--- src/rtl/fetch_unit.sv ---
// Instruction fetch unit: one outstanding imem request, redirect with response drop, held instruction toward decode.
// Optional misaligned-redirect trap (sticky o_fetch_err, halt) enabled by defining FETCH_MISALIGN_CHK_EN.
module fetch_unit #(
    parameter logic [31:0] RESET_PC = 32'h0000_0000
) (
    input  logic        i_clk,
    input  logic        i_rst,
    output logic        o_imem_req,
    output logic [31:0] o_imem_addr,
    input  logic        i_imem_ready,
    input  logic        i_imem_rvalid,
    input  logic [31:0] i_imem_rdata,
    output logic        o_valid,
    input  logic        i_ready,
    output logic [31:0] o_instr,
    output logic [31:0] o_pc,
    output logic [31:0] o_pcplus4,
    input  logic        i_pcsrc,
    input  logic [31:0] i_pctarget,
    output logic        o_fetch_err
);
    typedef enum logic [2:0] {S_START, S_REQ, S_WAIT, S_VALID, S_HALT} state_t;
    localparam logic [31:0] NOP_INSTR = 32'h0000_0013;

    state_t      state_q, state_d;
    state_t      redirect_state;
    logic [31:0] pc_q, pc_d;
    logic [31:0] instr_q, instr_d;
    logic        drop_q, drop_d;
    logic [31:0] target;
    logic        misaligned;
    logic        redirect;

    // Redirects only matter once the unit is actively fetching; START and HALT ignore them.
    assign redirect = i_pcsrc && (state_q == S_REQ || state_q == S_WAIT || state_q == S_VALID);

`ifdef FETCH_MISALIGN_CHK_EN
    logic err_q, err_d;

    assign target      = i_pctarget;
    assign misaligned  = (i_pctarget[1:0] != 2'b00);
    assign err_d       = err_q | (redirect && misaligned);
    assign o_fetch_err = err_q;

    always_ff @(posedge i_clk or posedge i_rst) begin
        if (i_rst) err_q <= 1'b0;
        else       err_q <= err_d;
    end
`else
    assign target      = i_pctarget & 32'hFFFF_FFFC;
    assign misaligned  = 1'b0;
    assign o_fetch_err = 1'b0;
`endif

    assign redirect_state = misaligned ? S_HALT : S_REQ;

    always_ff @(posedge i_clk or posedge i_rst) begin
        if (i_rst) begin
            state_q <= S_START;
            pc_q    <= RESET_PC;
            instr_q <= NOP_INSTR;
            drop_q  <= 1'b0;
        end else begin
            state_q <= state_d;
            pc_q    <= pc_d;
            instr_q <= instr_d;
            drop_q  <= drop_d;
        end
    end

    always_comb begin
        state_d = state_q;
        pc_d    = pc_q;
        instr_d = instr_q;
        drop_d  = drop_q;
        if (redirect) begin
            pc_d = target;
            // A redirect while the request is still in flight keeps waiting for it, then throws it away.
            if (state_q == S_WAIT && !i_imem_rvalid && !misaligned) begin
                state_d = S_WAIT;
                drop_d  = 1'b1;
            end else begin
                state_d = redirect_state;
                drop_d  = 1'b0;
            end
        end else begin
            case (state_q)
                S_START: state_d = S_REQ;
                S_REQ: begin
                    if (i_imem_ready) state_d = S_WAIT;
                end
                S_WAIT: begin
                    if (i_imem_rvalid) begin
                        drop_d = 1'b0;
                        if (drop_q) begin
                            state_d = S_REQ;
                        end else begin
                            instr_d = i_imem_rdata;
                            state_d = S_VALID;
                        end
                    end
                end
                S_VALID: begin
                    if (i_ready) begin
                        pc_d    = pc_q + 32'd4;
                        state_d = S_REQ;
                    end
                end
                S_HALT: ;
                default: state_d = S_START;
            endcase
        end
    end

    always_comb begin
        o_imem_req = 1'b0;
        o_valid    = 1'b0;
        case (state_q)
            S_REQ:   o_imem_req = !i_pcsrc;
            S_VALID: o_valid    = 1'b1;
            default: ;
        endcase
    end

    assign o_imem_addr = pc_q;
    assign o_pc        = pc_q;
    assign o_pcplus4   = pc_q + 32'd4;
    assign o_instr     = instr_q;
endmodule

--- config.mk ---
export PLATFORM = sky130hd
export DESIGN_NAME = fetch_unit
export DESIGN_NICKNAME = d
export VERILOG_FILES = /design/src/rtl/fetch_unit.sv
export SDC_FILE = /design/constraint.sdc
export NUM_CORES = 1
export LEC_CHECK = 0
export CAP_MARGIN = 20
export CORE_MARGIN = 1.5
export CORE_UTILIZATION = 43
export DETAILED_ROUTE_END_ITERATION = 12
export GPL_ROUTABILITY_DRIVEN = 0
export MAX_ROUTING_LAYER = met4
export PLACE_DENSITY = 0.87
export SLEW_MARGIN = 10
export SYNTH_ARGS = -nofsm -noshare
export SYNTH_HDL_FRONTEND = slang
export SYNTH_SLANG_ARGS = --single-unit
--- constraint.sdc ---
create_clock -name i_clk -period 5.69 [get_ports i_clk]
set_input_delay 1.138 -clock i_clk [delete_from_list [all_inputs] [get_ports i_clk]]
set_output_delay 1.138 -clock i_clk [all_outputs]
set_load 0.01 [all_outputs]
==> flow_summary.toml, run 1 <==
[status]
status = "finished clean"

[sta]
setup_viol = 0
fin_hold_ws_ps = 507
layout_worst_path_cycle_share_pct = 79.4
worst_pin_slew_ps = 821
hold_viol = 0
fin_skew_ps = 10.8
rsz0062_at_grt = "no"
tns_ps = 0
fmax_mhz = 221
final.min_clock_period_ps = 4520
relSlewSlack_pct = 45.2
drv_slew = 0
setup_ws_ps = 1170

[finish]
utilization_pct = 67.3
final_cells = 652
drive_above_1_share_pct = 13.4
nets = 610
diodes = 0
mostFrequentLayoutCells = "clkdlybuf4s50_1 (191), dfrtp_1 (62), mux2_2 (32)"
area_delta_synth_final_pct = 52.9
final_common_cell = "clkdlybuf4s50_1"

[floorplanning]
initial_core_util_pct = 44.0
die_h_microns = 97.0
die_w_microns = 97.0
dieArea_sq_um = 9410
row_count = 34
boundaryPins = 201
fp.coreArea_sq_um = 8640

[routing]
ant_nets = 0
dr.pass1.iters = 4
avgRoutedWirePerCell_microns = 17.1
routed_wl_mm = 11.2
vias_per_cell = 5.45
drc = 0
drtIter0Drc = 194
vias = 3553

[flow_run]
maxCapViolCount = 0

[clocking]
clkSinkCount = 65
postCtsSetupRepairBufs = 0
htree_levels = 3
hold_buffers = 0
root_buffer = "clkbuf_8"
cts.clk_slew.worst_paths_ps = 80
ctsResizeCount = 0
clock_tree.buffer_depth = 2
cts_tree = "done"
cts-buffers-inserted = 9
clkLatencyLatePin_ps = 330

[critical_path]
r2r_slack_ps = 2830
r2r-start = "o_imem_addr[2]"
cp.required_ps = 4550
worstPathArrival_ps = 3380
path_cells = "ha_1, nand3_2, nor4_4, nand4_1, xnor2_1, clkdlybuf4s50_1"
r2r-end = "o_imem_addr[18]"
crit_path_start_kind = "flop"
crit_path_end = "o_pcplus4[18]"
critPathCaptureType = "primary output"
ff2ff_path_depth = 6
crit_type = "flop to primary output"
cp.buffers_inverters = 1
crit_slowest_cell = "nor4_4"
cpPeakStageDelay_ps = 770
critical_path.startpoint = "o_imem_addr[2]"
path_depth = 6
worstPathMaxFanout = 13
critPathTopFamily = "simple AND/OR/NAND/NOR gates"

[synthesis]
netlist_area_sq_um = 3800
synth_top_area_share_pct = 40.8
synth_edf_count = 0
synth.distinct_cells = 52
ys.flop_type = "dfrtp_1"
yosysWarnings = 0
yosysTopAreaCell = "dfrtp_1"
ys_seq_area_share_pct = 42.9
yosys-top-cells-area = "dfrtp_1 (41%), mux2_2 (9.5%), buf_4 (7.3%)"
synthCells = 383
yosys_register_bits = 65
avgSynthCellArea_sq_um = 9.92
synthArstFlopShare_pct = 100

[global_route]
overflow = 0
grt_pass1_wl_mm = 18.0
track_usage_pct = 24.3
grt_pass1_vias = 3457
grt_max_degree = 66
antenna_found_initial = 0

[power_and_ir_drop]
peakVddDrop_mv = 0.181
p_leak_uw = 0.00236
p_per_area_nw_per_um2 = 357

[worst_hold_path]
hold_path_class = "flop to flop"

[placement]
io_buffers = 191
dpl_worst_slack_ps = 1540
dp_hpwl_mm = 8.03
dp_cells = 635
-- worst min path at each step --
stage / from / to / slack, ps / cells past startpoint
finish: o_instr[23] / o_instr[23] / 510 / 1
global route: o_instr[26] / o_instr[26] / 530 / 1
CTS: o_instr[23] / o_instr[23] / 510 / 1
detailed placement: o_instr[23] / o_instr[23] / 490 / 1
global placement: o_instr[17] / o_instr[17] / 490 / 1
floorplan: o_instr[10] / o_instr[10] / 550 / 1
-- layer usage --
metal	global-route usage [%]	share of wire, %	up-vias
li1	-	-	1657
met2	40.1	50	166
met1	30.6	44	1722
met4	7.47	1.1	0
met3	4.26	5.4	8
met5	-	0	-
-- registers in the layout, summed over array words and instances (netlist names) --
signal and cells:
o_instr 32, o_imem_addr 30, state_q 2, drop_q 1
-- power breakdown --
part | internal, uW | leakage [uW] | switching (uW)
logic | 523 | 0.00145 | 343
registers | 569 | 0.000791 | 149
clock network | 305 | 0.000123 | 185
-- synth_stat cells, types with 9 or more instances --
master	count
xnor2_1	22
nand2_1	27
a21oi_1	14
a22oi_1	10
dfrtp_1	62
buf_4	37
nor2_1	21
mux2_2	32
nand3_1	22
o21ai_0	22
clkbuf_1	13
nor3_1	9
-- cells by family after synthesis --
group	share of synthesized area [%]
AO/OA/AOI/OAI	13.4
XOR/XNOR	6.45
other	0.0987
adder cells (fa/ha/maj)	0.329
buffers and inverters	10.4
multiplexers	9.74
flip-flops	42.9
AND/OR/NAND/NOR	16.7
-- cell type report --
type,instances,area (sq um)
Inverter,6,22.5
Clock inverter,6,115
Fill cell,691,2820
Sequential cell,65,1630
Clock buffer,10,138
Tap cell,108,135
Multi-Input combinational cell,260,1810
Timing Repair Buffer,197,1960
-- metrics by stage --
stage / instance area [sq um] / total power (uW)
final: 5810 / 2070
after global routing: 5810 / 2180
after CTS: 5800 / 2090
after detailed placement: 5540 / 1590
after global placement: 5540 / 1570
after floorplan: 3820 / 1120
Power figures use the tool's default switching activity.
==> run 2, diff against run 1 <==
--- a/config.mk
+++ b/config.mk
@@ -7,11 +7,11 @@
 export LEC_CHECK = 0
 export CAP_MARGIN = 20
 export CORE_MARGIN = 1.5
-export CORE_UTILIZATION = 43
+export CORE_UTILIZATION = 40
 export DETAILED_ROUTE_END_ITERATION = 12
 export GPL_ROUTABILITY_DRIVEN = 0
 export MAX_ROUTING_LAYER = met4
-export PLACE_DENSITY = 0.87
+export PLACE_DENSITY = 0.81
 export SLEW_MARGIN = 10
 export SYNTH_ARGS = -nofsm -noshare
 export SYNTH_HDL_FRONTEND = slang
==> constraint.sdc (replaced) <==
create_clock -name i_clk -period 4.2 [get_ports i_clk]
set_input_delay 0.84 -clock i_clk [delete_from_list [all_inputs] [get_ports i_clk]]
set_output_delay 0.84 -clock i_clk [all_outputs]
set_load 0.01 [all_outputs]
==> run 2 against run 1 <==
  * Highest routed layer unchanged
  * Clock skew is 2.0 ps lower
  * Die area is 7.3% higher
  * Critical path type unchanged
  * Sequential power is 35% higher
  * Clock power is 6.3% higher
==> flow_summary.toml, run 2 (synthesis gave the netlist of run 1 again) <==
[status]
status = "finished clean"

[floorplanning]
row_count = 35
die_w_microns = 100
die_h_microns = 100
dieArea_sq_um = 10100
fp.coreArea_sq_um = 9240
boundaryPins = 201
initial_core_util_pct = 41.1

[critical_path]
critPathCaptureType = "primary output"
worstPathMaxFanout = 7
worstPathArrival_ps = 3030
r2r_slack_ps = 1620
crit_path_start_kind = "flop"
ff2ff_path_depth = 7
crit_type = "flop to primary output"
cp.required_ps = 3360
critical_path.startpoint = "o_imem_addr[3]"
r2r-start = "o_imem_addr[3]"

[finish]
area_delta_synth_final_pct = 52.3
seq_area_sq_um = 1630
multiInputGateArea_sq_um = 1810
drive_above_1_share_pct = 13.5
diodes = 0
nets = 613
nFillCells = 722
final_common_cell = "clkdlybuf4s50_1"
mostFrequentLayoutCells = "clkdlybuf4s50_1 (191), dfrtp_1 (62), mux2_2 (32)"
largest_reg_flops = 32
utilization_pct = 62.7

[power_and_ir_drop]
p_per_area_nw_per_um2 = 460
p_leak_uw = 0.00235
peakVddDrop_mv = 0.300

[global_route]
grt_pass1_vias = 3361
overflow = 0
antenna_found_initial = 0
track_usage_pct = 22.2
grt_max_degree = 43
grt_pass1_wl_mm = 17.1

[clocking]
cts_tree = "done"
clkLatencyLatePin_ps = 320
cts.clk_slew.worst_paths_ps = 70
htree_levels = 3
cts-buffers-inserted = 9
postCtsSetupRepairBufs = 0
hold_buffers = 0
ctsResizeCount = 0
clock_tree.buffer_depth = 2
clkSinkCount = 65
root_buffer = "clkbuf_8"

[sta]
relSlewSlack_pct = 39.5
fin_skew_ps = 8.83
final.min_clock_period_ps = 3870
tns_ps = 0
worst_pin_slew_ps = 906
layout_worst_path_cycle_share_pct = 92.2
setup_viol = 0
fmax_mhz = 258
hold_viol = 0
drv_slew = 0
rsz0062_at_grt = "no"

[routing]
vias = 3504
dr.pass1.iters = 4
vias_per_cell = 5.18
ant_nets = 0
drtIter0Drc = 136
avgRoutedWirePerCell_microns = 16.3
routed_wl_mm = 11.0
drc = 0

[worst_hold_path]
hp-start = "o_instr[20]"
hold_path_class = "flop to flop"
whs_path_depth = 1

[placement]
dp_hpwl_mm = 8.01
io_buffers = 191

[flow_run]
maxCapViolCount = 0
[run 2: layout make-up]
| class | instances | share of cell area (%) |
|---|---|---|
| Tap cell | 129 | 2.79 |
| Multi-Input combinational cell | 260 | 31.2 |
| Timing Repair Buffer | 200 | 34.2 |
| Sequential cell | 65 | 28.2 |
| Clock buffer | 12 | 2.51 |
| Clock inverter | 4 | 0.778 |
| Inverter | 6 | 0.389 |
[run 2: routing by layer]
metal  vias to the layer above  global-route usage, %  wire length (microns)
met1                      1668                   29.1                   4960
li1                       1656                      -                      -
met3                         4                   4.16                    779
met5                         -                      -                      0
met2                       176                   35.3                   5220
met4                         0                   6.39                     56
[run 2: critical path, stage by stage (launching register included)]
cell             delay (ps)
dfrtp_1                 490
ha_1                    310
nand3_2                 190
nor4_4                  540
buf_4                   250
nand4_1                 170
xnor2_1                 210
clkdlybuf4s50_1         560
[run 2: per-stage QoR]
step                      worst slack, ps  total power, uW  instances  instance area, sq um  hold WS [ps]
final                                 327             2660        676                  5790           506
after global routing                 70.3             2820        676                  5790           516
after CTS                             280             2690        676                  5790           510
after detailed placement              651             2160        660                  5600           496
after global placement                687             2130        660                  5600           488
after floorplan                      1510             1520        389                  3820           551
[run 2: final timing paths]
| path | endpoint |
|---|---|
| worst max-delay path | o_pcplus4[18] |
| worst min-delay path | o_instr[20] |
| worst max register to register | o_imem_addr[18] |
| worst min register to register | o_instr[20] |
| max in group asynchronous | o_instr[0] |
| min in group asynchronous | o_instr[5] |
[run 2: report_power, final]
group	switching, uW	internal, uW
Combinational	462	710
Sequential	198	772
Clock	233	288
==> run 3, diff against run 2 <==
--- a/config.mk
+++ b/config.mk
@@ -5,11 +5,12 @@
 export SDC_FILE = /design/constraint.sdc
 export NUM_CORES = 1
 export LEC_CHECK = 0
-export CAP_MARGIN = 20
+export CAP_MARGIN = 15
 export CORE_MARGIN = 1.5
 export CORE_UTILIZATION = 40
 export DETAILED_ROUTE_END_ITERATION = 12
 export GPL_ROUTABILITY_DRIVEN = 0
+export GPL_TIMING_DRIVEN = 0
 export MAX_ROUTING_LAYER = met4
 export PLACE_DENSITY = 0.81
 export SLEW_MARGIN = 10
==> run 3 against run 2 <==
  * Flip-flop and latch count is the same
  * Cell area grew 6.3%
  * Non-clock buffer count grew 50
  * Cell count grew 7.4%
  * Via count grew 7.7%
  * Sequential power shrank 1%
  * Combinational power grew 13%
==> flow_summary.toml, run 3 (synthesis gave the netlist of run 1 again) <==
[floorplanning]
die_w_microns = 100
boundaryPins = 201
dieArea_sq_um = 10100
initial_core_util_pct = 41.1
fp.coreArea_sq_um = 9240
die_h_microns = 100
row_count = 35

[global_route]
grt_pass1_wl_mm = 18.9
track_usage_pct = 24.9
grt_pass1_vias = 3749
overflow = 0
antenna_found_initial = 0
grt_max_degree = 53

[clocking]
clkLatencyLatePin_ps = 340
htree_levels = 3
root_buffer = "clkbuf_8"
cts-buffers-inserted = 9
ctsResizeCount = 0
hold_buffers = 0
postCtsSetupRepairBufs = 0
cts.clk_slew.worst_paths_ps = 80
clkSinkCount = 65
cts_tree = "done"
clock_tree.buffer_depth = 2

[sta]
fin_hold_ws_ps = 508
relSlewSlack_pct = 46.7
rsz0062_at_grt = "no"
final.min_clock_period_ps = 3810
worst_pin_slew_ps = 793
layout_worst_path_cycle_share_pct = 90.8
fmax_mhz = 262
setup_viol = 0
fin_skew_ps = 9.18
tns_ps = 0
drv_slew = 0
hold_viol = 0

[finish]
nets = 663
mostFrequentLayoutCells = "clkdlybuf4s50_1 (191), dfrtp_1 (62), buf_4 (37)"
final_common_cell = "clkdlybuf4s50_1"
drive_above_1_share_pct = 18.9
area_delta_synth_final_pct = 61.9
largest_reg_flops = 32
nFillCells = 734
diodes = 0

[critical_path]
path_depth = 7
r2r-start = "o_imem_addr[2]"
crit_path_end = "o_pcplus4[22]"
r2r-end = "o_imem_addr[18]"
path_cells = "ha_1, nand3_2, nor4_4, buf_6, nand3_1, xnor2_1, clkdlybuf4s50_1"
r2r_slack_ps = 1780
worstPathArrival_ps = 2970
crit_type = "flop to primary output"
cp.buffers_inverters = 2
crit_path_start_kind = "flop"
critPathTopFamily = "simple AND/OR/NAND/NOR gates"
worstPathMaxFanout = 10
crit_slowest_cell = "dfrtp_1"
ff2ff_path_depth = 6
cp.required_ps = 3360
critical_path.startpoint = "o_imem_addr[2]"
cpPeakStageDelay_ps = 590
critPathCaptureType = "primary output"

[power_and_ir_drop]
p_leak_uw = 0.00257
p_per_area_nw_per_um2 = 469
peakVddDrop_mv = 0.270

[routing]
drtIter0Drc = 171
drc = 0
avgRoutedWirePerCell_microns = 17.0
vias = 3773
ant_nets = 0
vias_per_cell = 5.20
dr.pass1.iters = 5
routed_wl_mm = 12.4

[status]
status = "finished clean"

[worst_hold_path]
whs_path_depth = 1
hp-start = "o_instr[16]"
hold_path_class = "flop to flop"

[placement]
dp_hpwl_mm = 9.16
io_buffers = 191

[flow_run]
maxCapViolCount = 0
-- run 3: cell count changes in the layout (fill, tap and decap cells not counted), sizes merged --
cell    before  now
buf          9   46
bufinv       1    2
clkbuf      12   23
clkinv       3    4
-- run 3: how the worst min path moves through the flow --
stage             endpoint  slack [ps]
2_1_floorplan  o_instr[10]         550
3_3_place_gp   o_instr[29]         490
3_5_place_dp   o_instr[20]         490
4_1_cts        o_instr[20]         510
5_1_grt        o_instr[20]         530
6_report       o_instr[16]         510
-- run 3: area by class of cell --
class | count | area, sq um | area share, %
buffer | 58 | 373 | 6.06
clock buffer | 10 | 138 | 2.24
clock inverter | 6 | 91.3 | 1.48
inverter | 6 | 25.0 | 0.407
multi-input combinational | 260 | 1800 | 29.2
sequential | 65 | 1630 | 26.5
tap | 129 | 161 | 2.62
timing repair buffer | 192 | 1940 | 31.5
-- run 3: power breakdown --
| part | switching, uW | leakage [uW] | total (uW) | internal (uW) |
|---|---|---|---|---|
| logic | 520 | 0.00166 | 1320 | 797 |
| clock network | 261 | 0.000116 | 614 | 353 |
| registers | 183 | 0.000791 | 955 | 772 |
-- run 3: layer usage --
metal / wire [microns] / up-vias / global-route usage [%]
met4: 244 / 0 / 8.02
met5: 0 / - / -
li1: - / 1752 / -
met1: 5020 / 1792 / 30.2
met2: 6080 / 208 / 41.8
met3: 1030 / 21 / 4.79
-- run 3: through the flow --
stage	power (uW)	area (sq um)	setup WS, ps	instances	util (%)
final	2890	6160	386	726	66.6
after CTS	2900	6160	354	726	66.6
after detailed placement	2280	5930	765	710	64.1
after global routing	3030	6160	181	726	66.6
after floorplan	1520	3820	1510	389	-
after global placement	2240	5900	531	709	63.8
